## config.mk

```make
export PLATFORM = sky130hd
export DESIGN_NAME = rd_collect
export DESIGN_NICKNAME = d
export VERILOG_FILES = /design/src/rtl/rd_pkg.sv /design/src/rtl/rd_fifo.sv /design/src/rtl/rd_collect.sv
export SDC_FILE = /design/constraint.sdc
export NUM_CORES = 1
export LEC_CHECK = 0
export BUFFER_PORTS_ARGS = -buffer_cell sky130_fd_sc_hd__buf_2
export CAP_MARGIN = 20
export CORE_ASPECT_RATIO = 0.8
export CORE_MARGIN = 5
export CORE_UTILIZATION = 40
export DETAILED_ROUTE_END_ITERATION = 12
export MAX_ROUTING_LAYER = met4
export PLACE_DENSITY = 0.63
export SLEW_MARGIN = 20
export SYNTH_ARGS = -nofsm -noshare
export SYNTH_HDL_FRONTEND = slang
export SYNTH_HIERARCHICAL = 1
export SYNTH_SLANG_ARGS = --single-unit
```

## constraint.sdc

```tcl
create_clock -name clk -period 4.2 [get_ports clk]
set_clock_uncertainty 0.2 [all_clocks]
set_input_delay 0.21 -clock clk [delete_from_list [all_inputs] [get_ports clk]]
set_output_delay 0.21 -clock clk [all_outputs]
set_load 0.005 [all_outputs]
```

## src/rtl/rd_pkg.sv

```systemverilog
// Shared types and defaults for the read-data collector.
package rd_pkg;

    localparam int RD_DATA_W = 8;
    localparam int RD_DEPTH  = 8;

    typedef struct packed {
        logic                 last;
        logic [RD_DATA_W-1:0] data;
    } rd_entry_t;

endpackage

```

## src/rtl/rd_fifo.sv

```systemverilog
// Show-ahead synchronous FIFO; a push into a full FIFO is taken
// when a pop happens in the same cycle.
module rd_fifo
    import rd_pkg::*;
#(
    parameter int W     = RD_DATA_W + 1,
    parameter int DEPTH = RD_DEPTH
) (
    input  logic                     clk,
    input  logic                     rst_n,
    input  logic                     push_i,
    input  logic [W-1:0]             din_i,
    input  logic                     pop_i,
    output logic [W-1:0]             dout_o,
    output logic                     full_o,
    output logic                     empty_o,
    output logic [$clog2(DEPTH):0]   level_o
);

    localparam int AW = $clog2(DEPTH);
    localparam int LW = AW + 1;

    logic [W-1:0]  mem_q [DEPTH];
    logic [AW-1:0] wr_ptr_q;
    logic [AW-1:0] rd_ptr_q;
    logic [LW-1:0] level_q;
    logic [LW-1:0] level_d;
    logic          pop;
    logic          acc;

    assign empty_o = (level_q == '0);
    assign full_o  = (level_q == LW'(DEPTH));
    assign pop     = pop_i & ~empty_o;
    assign acc     = push_i & (~full_o | pop);
    assign level_d = level_q + LW'(acc) - LW'(pop);
    assign dout_o  = mem_q[rd_ptr_q];
    assign level_o = level_q;

    always_ff @(posedge clk or negedge rst_n) begin
        if (!rst_n) begin
            for (int i = 0; i < DEPTH; i++) begin
                mem_q[i] <= '0;
            end
            wr_ptr_q <= '0;
            rd_ptr_q <= '0;
            level_q  <= '0;
        end else begin
            if (acc) begin
                mem_q[wr_ptr_q] <= din_i;
                wr_ptr_q        <= wr_ptr_q + AW'(1);
            end
            if (pop) begin
                rd_ptr_q <= rd_ptr_q + AW'(1);
            end
            level_q <= level_d;
        end
    end

endmodule

```

## src/rtl/rd_collect.sv

```systemverilog
// Collects FSM read data into {last, data} entries; a word is staged
// until the next rd or ds tells whether it ends the transaction.
module rd_collect
    import rd_pkg::*;
#(
    parameter int DATA_W = RD_DATA_W,
    parameter int DEPTH  = RD_DEPTH
) (
    input  logic                   clk,
    input  logic                   rst_n,
    input  logic                   rd,
    input  logic                   ds,
    input  logic [DATA_W-1:0]      rdata,
    output logic                   out_valid,
    input  logic                   out_ready,
    output logic [DATA_W-1:0]      out_data,
    output logic                   out_last,
    output logic [$clog2(DEPTH):0] level,
    output logic                   overflow,
    output logic                   proto_err,
    input  logic                   err_clr
);

    logic [DATA_W-1:0] stg_data_q;
    logic [DATA_W-1:0] stg_data_d;
    logic              stg_vld_q;
    logic              stg_vld_d;
    logic              overflow_q;
    logic              overflow_d;
    logic              perr_q;
    logic              perr_d;

    logic              push;
    logic              push_last;
    logic              perr_set;
    logic              pop;
    logic              drop;
    logic              fifo_full;
    logic              fifo_empty;
    logic [DATA_W:0]   fifo_head;

    always_comb begin
        push       = 1'b0;
        push_last  = 1'b0;
        perr_set   = 1'b0;
        stg_vld_d  = stg_vld_q;
        stg_data_d = stg_data_q;
        if (rd) begin
            push       = stg_vld_q;
            stg_vld_d  = 1'b1;
            stg_data_d = rdata;
            perr_set   = ds;
        end else if (ds) begin
            push      = stg_vld_q;
            push_last = 1'b1;
            stg_vld_d = 1'b0;
            perr_set  = ~stg_vld_q;
        end
    end

    // A pop in the same cycle frees the slot, so only then is a full push safe.
    assign pop        = out_ready & ~fifo_empty;
    assign drop       = push & fifo_full & ~pop;
    assign overflow_d = drop | (overflow_q & ~err_clr);
    assign perr_d     = perr_set | (perr_q & ~err_clr);

    always_ff @(posedge clk or negedge rst_n) begin
        if (!rst_n) begin
            stg_data_q <= '0;
            stg_vld_q  <= 1'b0;
            overflow_q <= 1'b0;
            perr_q     <= 1'b0;
        end else begin
            stg_data_q <= stg_data_d;
            stg_vld_q  <= stg_vld_d;
            overflow_q <= overflow_d;
            perr_q     <= perr_d;
        end
    end

    rd_fifo #(
        .W     (DATA_W + 1),
        .DEPTH (DEPTH)
    ) u_fifo (
        .clk     (clk),
        .rst_n   (rst_n),
        .push_i  (push),
        .din_i   ({push_last, stg_data_q}),
        .pop_i   (out_ready),
        .dout_o  (fifo_head),
        .full_o  (fifo_full),
        .empty_o (fifo_empty),
        .level_o (level)
    );

    assign out_valid = ~fifo_empty;
    assign out_last  = fifo_head[DATA_W];
    assign out_data  = fifo_head[DATA_W-1:0];
    assign overflow  = overflow_q;
    assign proto_err = perr_q;

endmodule

```

==> flow_summary.yaml <==
outcome:
  status: "finished, final reports clean"
clocking:
  cts_tree: "done"
  htreeDepth: 3
  holdBufCountCts: 13
  cts_resized: 0
  cts_sinks: 93
  cts_buffers: 9
  clock_path_buffers: 2
  clock_latency_ns: 0.33
  clk_pin_slew_worst_paths_ns: 0.06
  cts_setup_buffers: 0
  clockRootBuffer: "clkbuf_16"
drt:
  antenna_left: 0
  routed_via_density: 5.136
  firstDrtPassIters: 4
  vias: 2383
  post_drt_wl_per_cell_um: 18.62
  drc_errors: 0
  drt_iter0_markers: 156
  wl_um: 8638
grt:
  antenna_found_initial: 0
  grt_remaining_overflow: 0
  track_usage_pct: 14.84
  grt_max_degree: 71
  grt_pass1_vias: 2444
  grt_pass1_wl_um: 14010
layout:
  drive_gt1_share_pct: 51.88
  antennaDiodeCount: 0
  stdcell_count: 464
  nNetsFinal: 339
  areaGrowthSynthToFinish_pct: 16.44
logic_synthesis:
  ys_ff_latch: 93
  syn_nets: 296
  synth_ff_type: "dfrtp_1"
  yosys_warnings: 6
  async_flop_share_pct: 100.0
  synth_top_area_share_pct: 53.46
  synth_edf_count: 0
  synthesis.area_um2: 4353
  syn_avg_cell_area_um2: 15.94
  ys_types: 38
  synth_seq_area_share_pct: 53.46
  ys_top_cells_by_area: "dfrtp_1 (53%), mux2_2 (21%), mux4_2 (9.3%)"
  yosysTopAreaCell: "dfrtp_1"
  syn_inst: 273
setup_path:
  worst_r2r_path_depth: 10
  rrSetupSlack_ns: 1.26
  worstReg2RegEnd: "u_fifo/level_o[2]"
  startpoint_type: "flip-flop"
  critPathKind: "flip-flop to flip-flop"
  worst_ep_arrival_time_ns: 2.98
  required_ns: 4.24
  crit-reg2reg-launch: "u_fifo/level_o[2]"
  cp_max_fo: 6
  cp-end-kind: "flip-flop"
min_path:
  hp-start: "rd"
  min_path_cells: 2
  whs_endpoint: "stg_vld_q"
  hp-class: "input pin to flip-flop"
timing:
  rsz0062_at_grt: "no"
  hold_violations: 0
  finalCritPeriodShare_pct: 70.08
  worst_slew_pin_slew_ns: 1.109
  slew_headroom_pct: 25.92
  slew_violations: 0
  period_needed_ns: 2.943
  fmax_mhz: 339.7
  holdWs_ns: 0.1851
  finalSetupViolCount: 0
  tns_ns: 0
  final.setup.worst_slack_ns: 1.257
pwr:
  leakage_nw: 2.227
  peakVddDrop_uv: 224.7
  p_per_area_nw_per_um2: 770.2
placed_design:
  dp_hpwl_um: 5424
  place.gp.congestion: 0.7659
  numPlacedInstances: 436
  preCtsSetupSlack_ns: 1.351
  portBuffers: 29
floorplanning:
  die_height_um: 103.3
  io_pins: 30
  start_util_pct: 40.44
  die_area_um2: 13080
  die_w_um: 126.6
  coreArea_um2: 10760
  rows: 34
run:
  drv_cap: 0
## cell families after synthesis
logic type	count (synthesis)	synth area share [%]
AO/OA/AOI/OAI	16	4.024
XOR/XNOR	6	1.207
AND/OR/NAND/NOR	14	2.185
adder cells (fa/ha/maj)	9	2.760
multiplexers	109	33.54
buffers and inverters	26	2.817
flip-flops	93	53.46
## sequential cells by signal (all words and copies together), names as in the netlist
signal           flops
stg_data_q           8
overflow             1
u_fifo/mem_q        72
proto_err            1
u_fifo/rd_ptr_q      3
u_fifo/wr_ptr_q      3
u_fifo/level_o       4
stg_vld_q            1
## cells in the final DEF, fill, tap and decap left out, drive strengths merged, types with 2 or more instances in the layout
master	Yosys	final
a211oi	2	2
a21o	2	2
a21oi	2	2
buf	10	31
clkbuf	2	12
clkinv	0	2
dfrtp	93	93
dlygate4sd3	0	13
ha	8	8
inv	14	14
mux2	91	91
mux4	18	18
nand2	2	2
nand2b	3	3
nand3	2	2
o211ai	3	3
o21ai	2	2
or3b	2	2
xnor2	5	5
## critical path, stage by stage, from the launching register on
cell and delay, ns:
dfrtp_1 0.38, inv_1 0.11, ha_1 0.15, or3b_1 0.51, o21ai_1 0.34, ha_1 0.29, inv_1 0.05, ha_1 0.15
inv_1 0.05, fa_1 0.38, xnor2_1 0.23
## how the worst max path moves through the flow
stage                      startpoint                 to
global placement    u_fifo/level_o[2]  u_fifo/level_o[2]
finish              u_fifo/level_o[2]  u_fifo/level_o[2]
detailed placement  u_fifo/level_o[2]  u_fifo/level_o[2]
global route        u_fifo/level_o[2]  u_fifo/level_o[2]
CTS                 u_fifo/level_o[2]  u_fifo/level_o[2]
floorplan           u_fifo/level_o[2]  u_fifo/level_o[2]
## per-stage QoR
stage / area [µm²] / util, % / power (mW)
after floorplan: 4353 / - / 2.674
after global placement: 4628 / 43.00 / 3.041
after CTS: 5069 / 47.09 / 3.962
after global routing: 5069 / 47.09 / 4.164
final: 5069 / 47.09 / 3.904
after detailed placement: 4628 / 43.00 / 3.104
## per-layer routing
| layer | part of all wire, % | vias up | track usage, % |
|---|---|---|---|
| met4 | 1.3 | 0 | 4.204 |
| li1 | - | 1091 | - |
| met3 | 3.8 | 9 | 4.363 |
| met1 | 50 | 1242 | 19.97 |
| met2 | 45 | 41 | 22.11 |
| met5 | 0 | - | - |
## power by group
group | switching (mW) | leakage (nW) | internal [mW]
clock network | 0.318 | 0.155 | 0.506
logic | 0.541 | 0.951 | 0.916
registers | 0.317 | 1.12 | 1.31
## Yosys cell counts (2+ instances only)
master and instances:
inv_1 13, buf_1 2, mux4_2 18, nand3_1 2
buf_2 6, mux2_2 83, clkbuf_1 2, xnor2_1 5
ha_1 8, dfrtp_1 93, a21o_1 2, nand2_1 2
a211oi_2 2, nand2b_1 3, buf_6 2, mux2_4 8
## area by class of cell
class | count | area, µm²
Clock inverter | 3 | 43.79
Clock buffer | 12 | 266.5
Sequential cell | 93 | 2327
Timing Repair Buffer | 44 | 292.8
Fill cell | 943 | 5694
Inverter | 14 | 55.05
Tap cell | 144 | 180.2
Multi-Input combinational cell | 154 | 1903
(Power assumes the default switching activity.)
